`src/rtl/controller_responder.sv`:
```
// Device-side serial game-controller pad: latches a button vector on the host latch pulse
// and shifts it out MSB-first on an active-low data line, one bit per host clock rise.
module controller_responder #(
    parameter int NUM_BITS       = 8,
    parameter int FILL_LEVEL     = 1,
    parameter int TIMEOUT_CYCLES = 4096
) (
    input  logic                          clk,
    input  logic                          rst_B,
    input  logic                          controller_latch,
    input  logic                          controller_clk,
    input  logic [NUM_BITS-1:0]           buttons,
    output logic                          controller_data_out_B,
    output logic                          frame_done,
    output logic                          busy,
    output logic [$clog2(NUM_BITS+1)-1:0] bit_index
);

    // state | meaning
    // IDLE  | no frame, line parked high, waiting for latch rise
    // LOAD  | latch held, shift register tracks ~buttons
    // SHIFT | shifting one bit per host clock rise, timeout armed
    // DONE  | frame consumed, extra clocks shift FILL_LEVEL
    typedef enum logic [1:0] {IDLE, LOAD, SHIFT, DONE} state_t;

    localparam int   BW   = $clog2(NUM_BITS + 1);
    localparam int   TW   = $clog2(TIMEOUT_CYCLES);
    localparam logic FILL = (FILL_LEVEL != 0);

    state_t              state, state_next;
    logic [NUM_BITS-1:0] sr, sr_next, sr_shifted;
    logic [NUM_BITS-1:0] btn_s1, btn_s2;
    logic [BW-1:0]       idx_next;
    logic [TW-1:0]       tmo, tmo_next;
    logic                done_next, data_next, busy_next;
    logic                latch_s1, latch_s2, latch_h;
    logic                cclk_s1, cclk_s2, cclk_h;
    logic                latch_rise, latch_fall, cclk_rise;

    // Buttons are asynchronous too, so they get the same two-flop treatment.
    always_ff @(posedge clk or negedge rst_B) begin
        if (!rst_B) begin
            latch_s1 <= 1'b0;
            latch_s2 <= 1'b0;
            latch_h  <= 1'b0;
            cclk_s1  <= 1'b0;
            cclk_s2  <= 1'b0;
            cclk_h   <= 1'b0;
            btn_s1   <= '0;
            btn_s2   <= '0;
        end else begin
            latch_s1 <= controller_latch;
            latch_s2 <= latch_s1;
            latch_h  <= latch_s2;
            cclk_s1  <= controller_clk;
            cclk_s2  <= cclk_s1;
            cclk_h   <= cclk_s2;
            btn_s1   <= buttons;
            btn_s2   <= btn_s1;
        end
    end

    assign latch_rise = latch_s2 & ~latch_h;
    assign latch_fall = ~latch_s2 & latch_h;
    assign cclk_rise  = cclk_s2 & ~cclk_h;
    assign sr_shifted = (sr << 1) | NUM_BITS'(FILL);

    always_comb begin
        state_next = state;
        sr_next    = sr;
        idx_next   = bit_index;
        tmo_next   = tmo;
        done_next  = 1'b0;
        case (state)
            IDLE: begin
                if (latch_rise) begin
                    state_next = LOAD;
                    sr_next    = ~btn_s2;
                    idx_next   = '0;
                    tmo_next   = '0;
                end
            end
            LOAD: begin
                if (latch_fall) begin
                    state_next = SHIFT;
                end else if (latch_s2) begin
                    sr_next  = ~btn_s2;
                    idx_next = '0;
                    tmo_next = '0;
                end
            end
            SHIFT: begin
                if (latch_rise) begin
                    state_next = LOAD;
                    sr_next    = ~btn_s2;
                    idx_next   = '0;
                    tmo_next   = '0;
                end else if (cclk_rise) begin
                    sr_next  = sr_shifted;
                    idx_next = bit_index + BW'(1);
                    tmo_next = '0;
                    if (bit_index == BW'(NUM_BITS - 1)) begin
                        done_next  = 1'b1;
                        state_next = DONE;
                    end
                end else if (tmo == TW'(TIMEOUT_CYCLES - 1)) begin
                    state_next = IDLE;
                    idx_next   = '0;
                    tmo_next   = '0;
                end else begin
                    tmo_next = tmo + TW'(1);
                end
            end
            DONE: begin
                if (latch_rise) begin
                    state_next = LOAD;
                    sr_next    = ~btn_s2;
                    idx_next   = '0;
                    tmo_next   = '0;
                end else if (cclk_rise) begin
                    sr_next = sr_shifted;
                    if (bit_index != BW'(NUM_BITS))
                        idx_next = bit_index + BW'(1);
                end
            end
            default: state_next = IDLE;
        endcase
        data_next = (state_next == IDLE) ? 1'b1 : sr_next[NUM_BITS-1];
        busy_next = (state_next == LOAD) || (state_next == SHIFT);
    end

    always_ff @(posedge clk or negedge rst_B) begin
        if (!rst_B) begin
            state                 <= IDLE;
            sr                    <= {NUM_BITS{FILL}};
            bit_index             <= '0;
            tmo                   <= '0;
            frame_done            <= 1'b0;
            busy                  <= 1'b0;
            controller_data_out_B <= 1'b1;
        end else begin
            state                 <= state_next;
            sr                    <= sr_next;
            bit_index             <= idx_next;
            tmo                   <= tmo_next;
            frame_done            <= done_next;
            busy                  <= busy_next;
            controller_data_out_B <= data_next;
        end
    end

endmodule
```
`config.mk`:
```
export PLATFORM = sky130hd
export DESIGN_NAME = controller_responder
export DESIGN_NICKNAME = d
export VERILOG_FILES = /design/src/rtl/controller_responder.sv
export SDC_FILE = /design/constraint.sdc
export NUM_CORES = 1
export LEC_CHECK = 0
export CAP_MARGIN = 20
export CORE_MARGIN = 4
export CORE_UTILIZATION = 35
export CTS_BUF_LIST = sky130_fd_sc_hd__clkbuf_8
export DETAILED_ROUTE_END_ITERATION = 8
export GPL_TIMING_DRIVEN = 0
export SKIP_LAST_GASP = 1
export SYNTH_ARGS = -nofsm -noshare
export SYNTH_HDL_FRONTEND = slang
export SYNTH_SLANG_ARGS = --single-unit
```
`constraint.sdc`:
```
create_clock -name clk -period 3.3 [get_ports clk]
set_input_delay 0.33 -clock clk [delete_from_list [all_inputs] [get_ports clk]]
set_output_delay 0.33 -clock clk [all_outputs]
set_load 0.005 [all_outputs]
```
==> results of run 1 <==
[registers in the layout (all words and copies together) (netlist names)]
register,count
latch_h,1
frame_done,1
controller_data_out_B,1
sr,8
busy,1
bit_index,4
latch_s1,1
btn_s1,8
btn_s2,8
cclk_s2,1
cclk_s1,1
state,2
tmo,12
cclk_h,1
latch_s2,1
[placed cells by master (no fill, tap or decap), types with 2 or more instances in the layout]
master           netlist  final
dfrtp_1               42     42
nand2_1               25     25
nor2_1                19     19
clkdlybuf4s50_1        0     17
nand3_1               11     11
inv_1                 10     10
a21oi_1                9      9
ha_1                   9      9
dfstp_2                9      9
nor3_1                 8      8
o21ai_0                7      7
o21ai_1                7      7
xnor2_1                7      7
o22a_1                 6      6
clkbuf_8               0      5
mux2i_1                4      4
o21ai_2                4      4
buf_2                  2      3
and3_1                 3      3
nor2_2                 3      3
a21oi_2                3      3
nand4_1                2      2
and4_1                 2      2
o221ai_1               2      2
nand2b_2               2      2
nand2b_1               2      2
bufinv_16              0      2
[through the flow]
| step | setup slack (ps) | area, µm² | total power [mW] |
|---|---|---|---|
| 3_3_place_gp | 426 | 2680 | 1.32 |
| 5_1_grt | 1120 | 2830 | 1.95 |
| 6_report | 1240 | 2830 | 1.82 |
| 3_5_place_dp | 1250 | 2690 | 1.32 |
| 2_1_floorplan | 1380 | 2400 | 1.18 |
| 4_1_cts | 1240 | 2830 | 1.85 |
[final cells by class]
type,instances,area (µm²)
Tap cell,77,96.3
Inverter,11,41.3
Timing Repair Buffer,19,195
Fill cell,621,3670
Buffer,4,21.3
Clock buffer,5,68.8
Sequential cell,51,1290
Clock inverter,3,67.6
Multi-Input combinational cell,159,1050
[power breakdown]
group	internal, mW	switching (mW)
Combinational	0.214	0.326
Sequential	0.727	0.0441
Clock	0.302	0.205
[routing by layer]
metal  global-route usage (%)  up-vias  routed length [µm]
met1                     15.8      752                2170
met5                        0        -                   0
met4                     4.15        0                  48
met2                     17.7       20                1980
met3                     2.33        4                 126
li1                         -      841                   -
[critical path: stages, from the launching register on]
cell and delay, ps:
dfrtp_1 410, inv_1 120, ha_1 190, buf_2 170, or3_1 360, o21ai_0 70, nand2_1 80, and3_1 190
ha_1 180, or2_1 220
[logic make-up (layout without fill, tap and decap cells)]
| logic type | after synthesis | after routing |
|---|---|---|
| simple gates | 89 | 89 |
| flops | 51 | 51 |
| compound gates | 49 | 49 |
| buf+inv | 15 | 42 |
| fa+ha+maj | 9 | 9 |
| xor+xnor | 7 | 7 |
| mux | 5 | 5 |
[path summary, 6_finish.rpt]
check	from	to	cells after the start
setup reg to reg	state[1]	controller_data_out_B	9
hold reg to reg	btn_s1[7]	btn_s2[7]	0
setup / recovery	state[1]	controller_data_out_B	9
min in group clk	btn_s1[7]	btn_s2[7]	0
hold / removal	rst_B	btn_s1[3]	1
max in group asynchronous	rst_B	sr[0]	2
==> run_results.csv, run 1 <==
group,metric,value,unit
outcome,status,"complete, but fails checks",
outcome,failed_checks,"hold timing",
clocking,htree_levels,2,
detailed_routing,drt.antenna.violating_nets,0,
logic_synthesis,netlist_area,2400,µm²
logic_synthesis,post_synth_inst_count,225,
logic_synthesis,synth_area_leaders,"dfrtp_1 (44%), dfstp_2 (9.8%), ha_1 (4.7%), nand2_1 (3.9%), nor2_1 (3.0%)",
worst_setup_path,crit_path_start_kind,"flop",
global_routing,grt_util_all_layers,11.4,%
logic_synthesis,synth_fp_nets,246,
clocking,cts.path.max_buffers,2,
global_routing,grt_overflow,0,
detailed_routing,avgRoutedWirePerCell,13.1,µm
floorplan,start_util,37.0,%
worst_setup_path,worstPathRequired,3540,ps
place,dp.cells,321,
timing,finalClockSkew,4.66,ps
logic_synthesis,synthSimpleGateAreaFrac,19.6,%
logic_synthesis,synth_common_cells,"dfrtp_1 (42), nand2_1 (25), nor2_1 (19), nand3_1 (11), inv_1 (10)",
floorplan,pin_count,19,
detailed_routing,vias_per_cell,4.91,
logic_synthesis,synth_top_family_by_area,"simple AND/OR/NAND/NOR gates",
detailed_routing,vias,1617,
floorplan,chipWidth,90.8,µm
logic_synthesis,yosys.area.top_type_share,43.8,%
place,dpl.hpwl,3.09,mm
detailed_routing,drc,0,
logic_synthesis,yosysUniqueCellTypes,51,
timing,setup-tns-final,0,ps
global_routing,grt_pass1_vias,1607,
logic_synthesis,synthFlopType,"dfrtp_1",
run,cap_viol_max_count,0,
logic_synthesis,yosysMostFrequentCell,"dfrtp_1",
logic_synthesis,ys_ff_latch,51,
global_routing,grt_pass1_wl,7.69,mm
logic_synthesis,ys_warn_count,0,
detailed_routing,dr.pass1.iters,4,
layout,syn_to_final_growth,17.8,%
logic_synthesis,synth_edf_count,0,
clocking,path_clk_slew,90,ps
worst_setup_path,critical_path_class,"flop to flop",
layout,fin_util,43.6,%
layout,diodes,0,
floorplan,core_area,6490,µm²
logic_synthesis,synth_compound_area_share,14.8,%
clocking,clock-sinks,51,
logic_synthesis,synth-adder-area-share,4.69,%
timing,setup_violations,0,
floorplan,rows,29,
worst_setup_path,crit_fanout,7,
worst_setup_path,worst_setup_path_end_kind,"flop",
timing,rsz0062_at_grt,"false",
place,io_buffers,18,
timing,period_share,62.3,%
logic_synthesis,synth.avg_cell_area,10.7,µm²
logic_synthesis,synth_mux_area_share,2.14,%
place,gp_congestion,0.756,
logic_synthesis,synth_top_area_cell,"dfrtp_1",
clocking,cts_tree,"built",
clocking,clock_latency,300,ps
timing,fmax,0.486,GHz
worst_setup_path,reg2reg_slack,1240,ps
worst_setup_path,cp.arrival,2300,ps
global_routing,grt_start_max_net_pins,30,
clocking,cts_made_buffers,5,
detailed_routing,routed_wl,4.33,mm
min_path,hold_class,"input port to async pin",
timing,report.final.slew_viol_count,0,
logic_synthesis,synth-xor-area-share,2.55,%
layout,nNetsFinal,272,
floorplan,die-area,8250,µm²
timing,fin_crit,2060,ps
timing,worst_pin_slew,529,ps
pwr,p_per_area,643,nW/µm²
pwr,p_leak,1.16,nW
floorplan,die_h,90.8,µm
clocking,root_buffer,"clkbuf_8",
detailed_routing,drt_iter0_drc,76,
timing,final_hold_viol_count,10,
layout,final_cells,329,
layout,post_route_cells_drive_above_1_share,17.1,%
logic_synthesis,ys_seq_area_share,53.6,%
logic_synthesis,ys_async_sr_fraction,100,%
timing,relSlewSlack,64.7,%
clocking,postCtsSetupRepairBufs,0,
global_routing,antenna_found_initial,0,
clocking,post_cts_resized,0,
clocking,cts-hold-fix-buffers,0,
timing,whs,-6.83,ps
pwr,vdd_ir_drop_max,0.000209,V
Note: power is estimated with default switching activity, not from simulation.
==> run 2, diff against run 1 <==
clock period = 1.72 ns   (was 3.3 ns; I/O delays follow)
==> run_results.csv, run 2 (synthesized netlist as in run 1, its figures left out) <==
group,metric,value,unit
layout,largest_reg_flops,12,
worst_setup_path,slowest_delay,430,ps
global_routing,grt_pass1_vias,1677,
global_routing,grt_overflow,0,
pwr,power_frac_clock,18.2,%
timing,report.final.slew_viol_count,0,
timing,fin_crit,1800,ps
clocking,cts.path.max_buffers,2,
worst_setup_path,cp_cell_sequence,"buf_6 > ha_4 > or3_1 > o21ai_1 > nand2_1 > and3_4 > ha_4 > or2_1",
floorplan,chipWidth,90.8,µm
clocking,htree_levels,2,
place,post_dp_cell_area,2730,µm²
timing,period_share,105,%
worst_setup_path,worst_setup_path_end_kind,"flop",
pwr,p_int,2.53,mW
clocking,cts_made_buffers,5,
global_routing,grt_pass1_wl,7.89,mm
global_routing,grt_start_max_net_pins,33,
floorplan,pin_count,19,
worst_setup_path,worstSetupPathDepth,8,
timing,fin_ws,-82.7,ps
outcome,failed_checks,"setup timing",
detailed_routing,routed_wl,4.90,mm
place,dpl.hpwl,3.02,mm
detailed_routing,vias,1781,
pwr,p_per_area,1180,nW/µm²
timing,setup_violations,11,
timing,finalClockSkew,7.67,ps
detailed_routing,drc,0,
min_path,hp-start,"buttons[7]",
floorplan,core_area,6490,µm²
floorplan,start_util,37.0,%
worst_setup_path,crit_path_start_kind,"flop",
clocking,clock-sinks,51,
worst_setup_path,crit_family,"simple AND/OR/NAND/NOR gates",
worst_setup_path,cp.buffers_inverters,1,
global_routing,grt_util_all_layers,11.7,%
pwr,p_leak,1.35,nW
clocking,root_buffer,"clkbuf_8",
worst_setup_path,crit_fanout,4,
clocking,cts_tree,"built",
detailed_routing,vias_per_cell,4.97,
worst_setup_path,r2r_start,"state[0]",
clocking,clock_latency,310,ps
pwr,combPwrFrac,43.7,%
place,io_buffers,18,
worst_setup_path,ff2ff_path_depth,8,
timing,relSlewSlack,69.6,%
global_routing,antenna_found_initial,0,
pwr,switchingPower,1.35,mW
timing,worst_pin_slew,457,ps
pwr,vdd_ir_drop_max,0.000410,V
floorplan,die_h,90.8,µm
layout,most-common-layout-cells,"dfrtp_1 (41), buf_4 (26), nand2_1 (25)",
layout,fill_cells,581,
layout,layout_commonest_cell,"dfrtp_1",
worst_setup_path,reg2reg_slack,-80,ps
outcome,status,"complete, but fails checks",
worst_setup_path,endpoint,"controller_data_out_B",
layout,post_route_cells_drive_above_1_share,34.9,%
clocking,path_clk_slew,90,ps
worst_setup_path,worst_r2r_endpoint,"controller_data_out_B",
timing,rsz0062_at_grt,"true",
pwr,sw_frac_of_total,34.8,%
floorplan,rows,29,
worst_setup_path,cpMaxStageDelayCell,"dfrtp_1",
worst_setup_path,cp.arrival,2040,ps
layout,fin_util,50.5,%
timing,setup-tns-final,-262,ps
layout,nNetsFinal,301,
worst_setup_path,critical_path_class,"flop to flop",
layout,regMostFlops,"tmo",
worst_setup_path,cpMostUsedCell,"ha_4",
timing,final_hold_viol_count,0,
worst_setup_path,worstPathRequired,1960,ps
run,cap_viol_max_count,0,
detailed_routing,avgRoutedWirePerCell,13.7,µm
place,gp_congestion,0.795,
worst_setup_path,startpoint,"state[0]",
detailed_routing,drt_iter0_drc,106,
floorplan,die-area,8250,µm²
layout,syn_to_final_growth,36.7,%
pwr,sequentialPowerShare,38.1,%
detailed_routing,dr.pass1.iters,6,
min_path,hold_class,"input port to flop",
layout,postLayoutCellArea,3280,µm²
timing,fmax,0.555,GHz
layout,diodes,0,
detailed_routing,drt.antenna.violating_nets,0,
## run 2: cell type report
type	count	area (µm²)	share of cell area (%)
Clock buffer	5	68.8	2.10
Multi-Input combinational cell	159	1270	38.7
Timing Repair Buffer	49	455	13.9
Sequential cell	51	1290	39.3
Inverter	11	48.8	1.49
Tap cell	77	96.3	2.94
Buffer	3	30.0	0.915
Clock inverter	3	23.8	0.724
## run 2: how the worst min path moves through the flow
stage / end / depth (start not counted)
after floorplan: bit_index[0] / 0
after global placement: cclk_s2 / 0
after detailed placement: btn_s1[6] / 1
after CTS: btn_s1[7] / 1
after global routing: btn_s1[1] / 1
final: btn_s1[7] / 1
## run 2: through the flow
stage	total power [mW]	setup WS, ps	cells	hold slack, ps
5_1_grt	4.16	-147	358	268
3_3_place_gp	2.60	-997	320	334
6_report	3.88	-82.7	358	291
2_1_floorplan	2.32	-102	225	-124
4_1_cts	3.62	-119	347	278
3_5_place_dp	2.62	-282	321	149
## run 2: power by group through the flow
stage | combinational [mW] | clock (mW) | sequential [mW]
global placement | 1.10 | 0 | 1.51
finish | 1.70 | 0.707 | 1.48
CTS | 1.41 | 0.742 | 1.47
detailed placement | 1.11 | 0 | 1.50
floorplan | 0.833 | 0 | 1.49
global route | 1.85 | 0.806 | 1.50
## run 2: per-layer routing
layer | track usage [%] | wire [µm]
met2 | 18.5 | 2340
met5 | 0 | 0
met3 | 1.75 | 139
met1 | 15.9 | 2330
met4 | 5.15 | 85
## run 2: timing repair
action | in CTS | in global routing
pin swaps | 8 | 19
buffers inserted | 17 | 12
hold endpoints to repair | 19 | 0
gates resized for setup | 15 | 36
setup endpoints to repair | 23 | 26
cloned | 1 | 0
hold buffers | 1 | 0
==> run 3, diff against run 2 <==
SKIP_LAST_GASP = unset   (was 1)
==> run_results.csv, run 3 (synthesized netlist as in run 1, its figures left out) <==
group,metric,value,unit
timing,rsz0062_at_grt,"true",
floorplan,start_util,37.0,%
timing,worst_pin_slew,460,ps
detailed_routing,avgRoutedWirePerCell,13.5,µm
floorplan,rows,29,
place,place_ws,-282,ps
timing,finalClockSkew,9.76,ps
clocking,clock-sinks,51,
pwr,p_per_area,1200,nW/µm²
timing,fin_ws,-93.4,ps
floorplan,pin_count,19,
pwr,p_leak,1.37,nW
worst_setup_path,cp.arrival,2050,ps
worst_setup_path,reg2reg_slack,-90,ps
global_routing,grt_overflow,0,
timing,period_share,105,%
layout,most-common-layout-cells,"dfrtp_1 (40), buf_4 (25), nand2_1 (24)",
detailed_routing,routed_wl,4.88,mm
pwr,vdd_ir_drop_max,0.000493,V
detailed_routing,vias,1807,
clocking,path_clk_slew,90,ps
layout,final_cells,361,
layout,nNetsFinal,304,
timing,fmax,0.551,GHz
global_routing,antenna_found_initial,0,
layout,fill_cells,566,
floorplan,chipWidth,90.8,µm
clocking,cts.path.max_buffers,2,
detailed_routing,drc,0,
floorplan,die_h,90.8,µm
clocking,root_buffer,"clkbuf_8",
worst_setup_path,cp_cell_sequence,"buf_6 > ha_4 > or3_1 > o21ai_1 > nand2_1 > and3_4 > ha_4 > or2_1",
floorplan,core_area,6490,µm²
outcome,status,"complete, but fails checks",
worst_setup_path,crit_family,"simple AND/OR/NAND/NOR gates",
place,io_buffers,18,
timing,relSlewSlack,69.3,%
min_path,hold_class,"input port to flop",
place,dpl.hpwl,3.02,mm
timing,final_hold_viol_count,0,
clocking,htree_levels,2,
detailed_routing,drt_iter0_drc,90,
layout,postLayoutCellArea,3350,µm²
layout,diodes,0,
place,gp_congestion,0.795,
worst_setup_path,slowest_delay,430,ps
timing,whs,292,ps
global_routing,grt_start_max_net_pins,33,
place,post_dp_cell_area,2730,µm²
layout,largest_reg_flops,12,
clocking,cts_made_buffers,5,
layout,layout_commonest_cell,"dfrtp_1",
run,cap_viol_max_count,0,
global_routing,grt_pass1_vias,1695,
timing,report.final.slew_viol_count,0,
layout,multiInputGateArea,1290,µm²
worst_setup_path,worstPathRequired,1960,ps
detailed_routing,vias_per_cell,5.01,
timing,setup_violations,4,
detailed_routing,dr.pass1.iters,5,
worst_setup_path,cp.buffers_inverters,1,
global_routing,grt_pass1_wl,7.96,mm
clocking,cts_tree,"built",
layout,regMostFlops,"tmo",
place,dp.cells,321,
floorplan,die-area,8250,µm²
worst_setup_path,worst_setup_path_end_kind,"flop",
worst_setup_path,crit_fanout,4,
worst_setup_path,critical_path_class,"flop to flop",
timing,fin_crit,1810,ps
worst_setup_path,cpMaxStageDelayCell,"dfrtp_1",
layout,syn_to_final_growth,39.7,%
layout,regArea,1290,µm²
global_routing,grt_util_all_layers,11.8,%
outcome,failed_checks,"setup timing",
clocking,clock_latency,310,ps
worst_setup_path,crit_path_start_kind,"flop",
worst_setup_path,cpMostUsedCell,"ha_4",
layout,post_route_cells_drive_above_1_share,37.3,%
detailed_routing,drt.antenna.violating_nets,0,
run 3: cell types whose count changed in the layout (fill, tap and decap cells not counted), sizes merged:
cell,before,now
buf,34,37
run 3: area by class of cell:
class                      instances  share of cell area, %
timing repair buffer              52                   15.0
buffer                             3                  0.896
clock buffer                       5                   2.05
sequential                        51                   38.5
inverter                          11                   1.46
clock inverter                     3                  0.709
tap                               77                   2.87
multi-input combinational        159                   38.6
run 3: where the power goes:
part           total (mW)  leakage (nW)  switching, mW  internal, mW
sequential           1.48         0.623         0.0844          1.40
clock               0.711        0.0408          0.420         0.291
combinational        1.83         0.706          0.882         0.948
total                4.02          1.37           1.39          2.63
run 3: routing by layer:
layer  global-route usage [%]  routed length [µm]  vias up
li1                         -                   -      913
met1                     15.9                2380      854
met2                     18.8                2280       32
met3                     1.75                 142        8
met4                     5.15                  85        0
met5                        0                   0        -
run 3: worst paths after layout:
path / start / to / depth (start not counted)
max in group asynchronous: rst_B / controller_data_out_B / 3
setup reg to reg: state[0] / controller_data_out_B / 8
setup / recovery: state[0] / controller_data_out_B / 8
hold reg to reg: btn_s1[6] / btn_s2[6] / 0
min in group asynchronous: rst_B / bit_index[0] / 2
hold / removal: buttons[7] / btn_s1[7] / 1
run 3: through the flow:
stage	TNS (ps)	util [%]	total power, mW
after global routing	-1180	51.6	4.30
after CTS	-195	47.1	3.64
after global placement	-48560	41.7	2.60
final	-144	51.6	4.02
after floorplan	-143	-	2.32
after detailed placement	-2610	42.0	2.62
run 3: what timing repair did:
action	4_1_cts	5_1_grt
buffers inserted	17	16
hold buffers	1	0
setup endpoints to repair	23	26
hold endpoints to repair	19	0
resized for setup	19	43
pin swaps	9	31
gates cloned	1	0
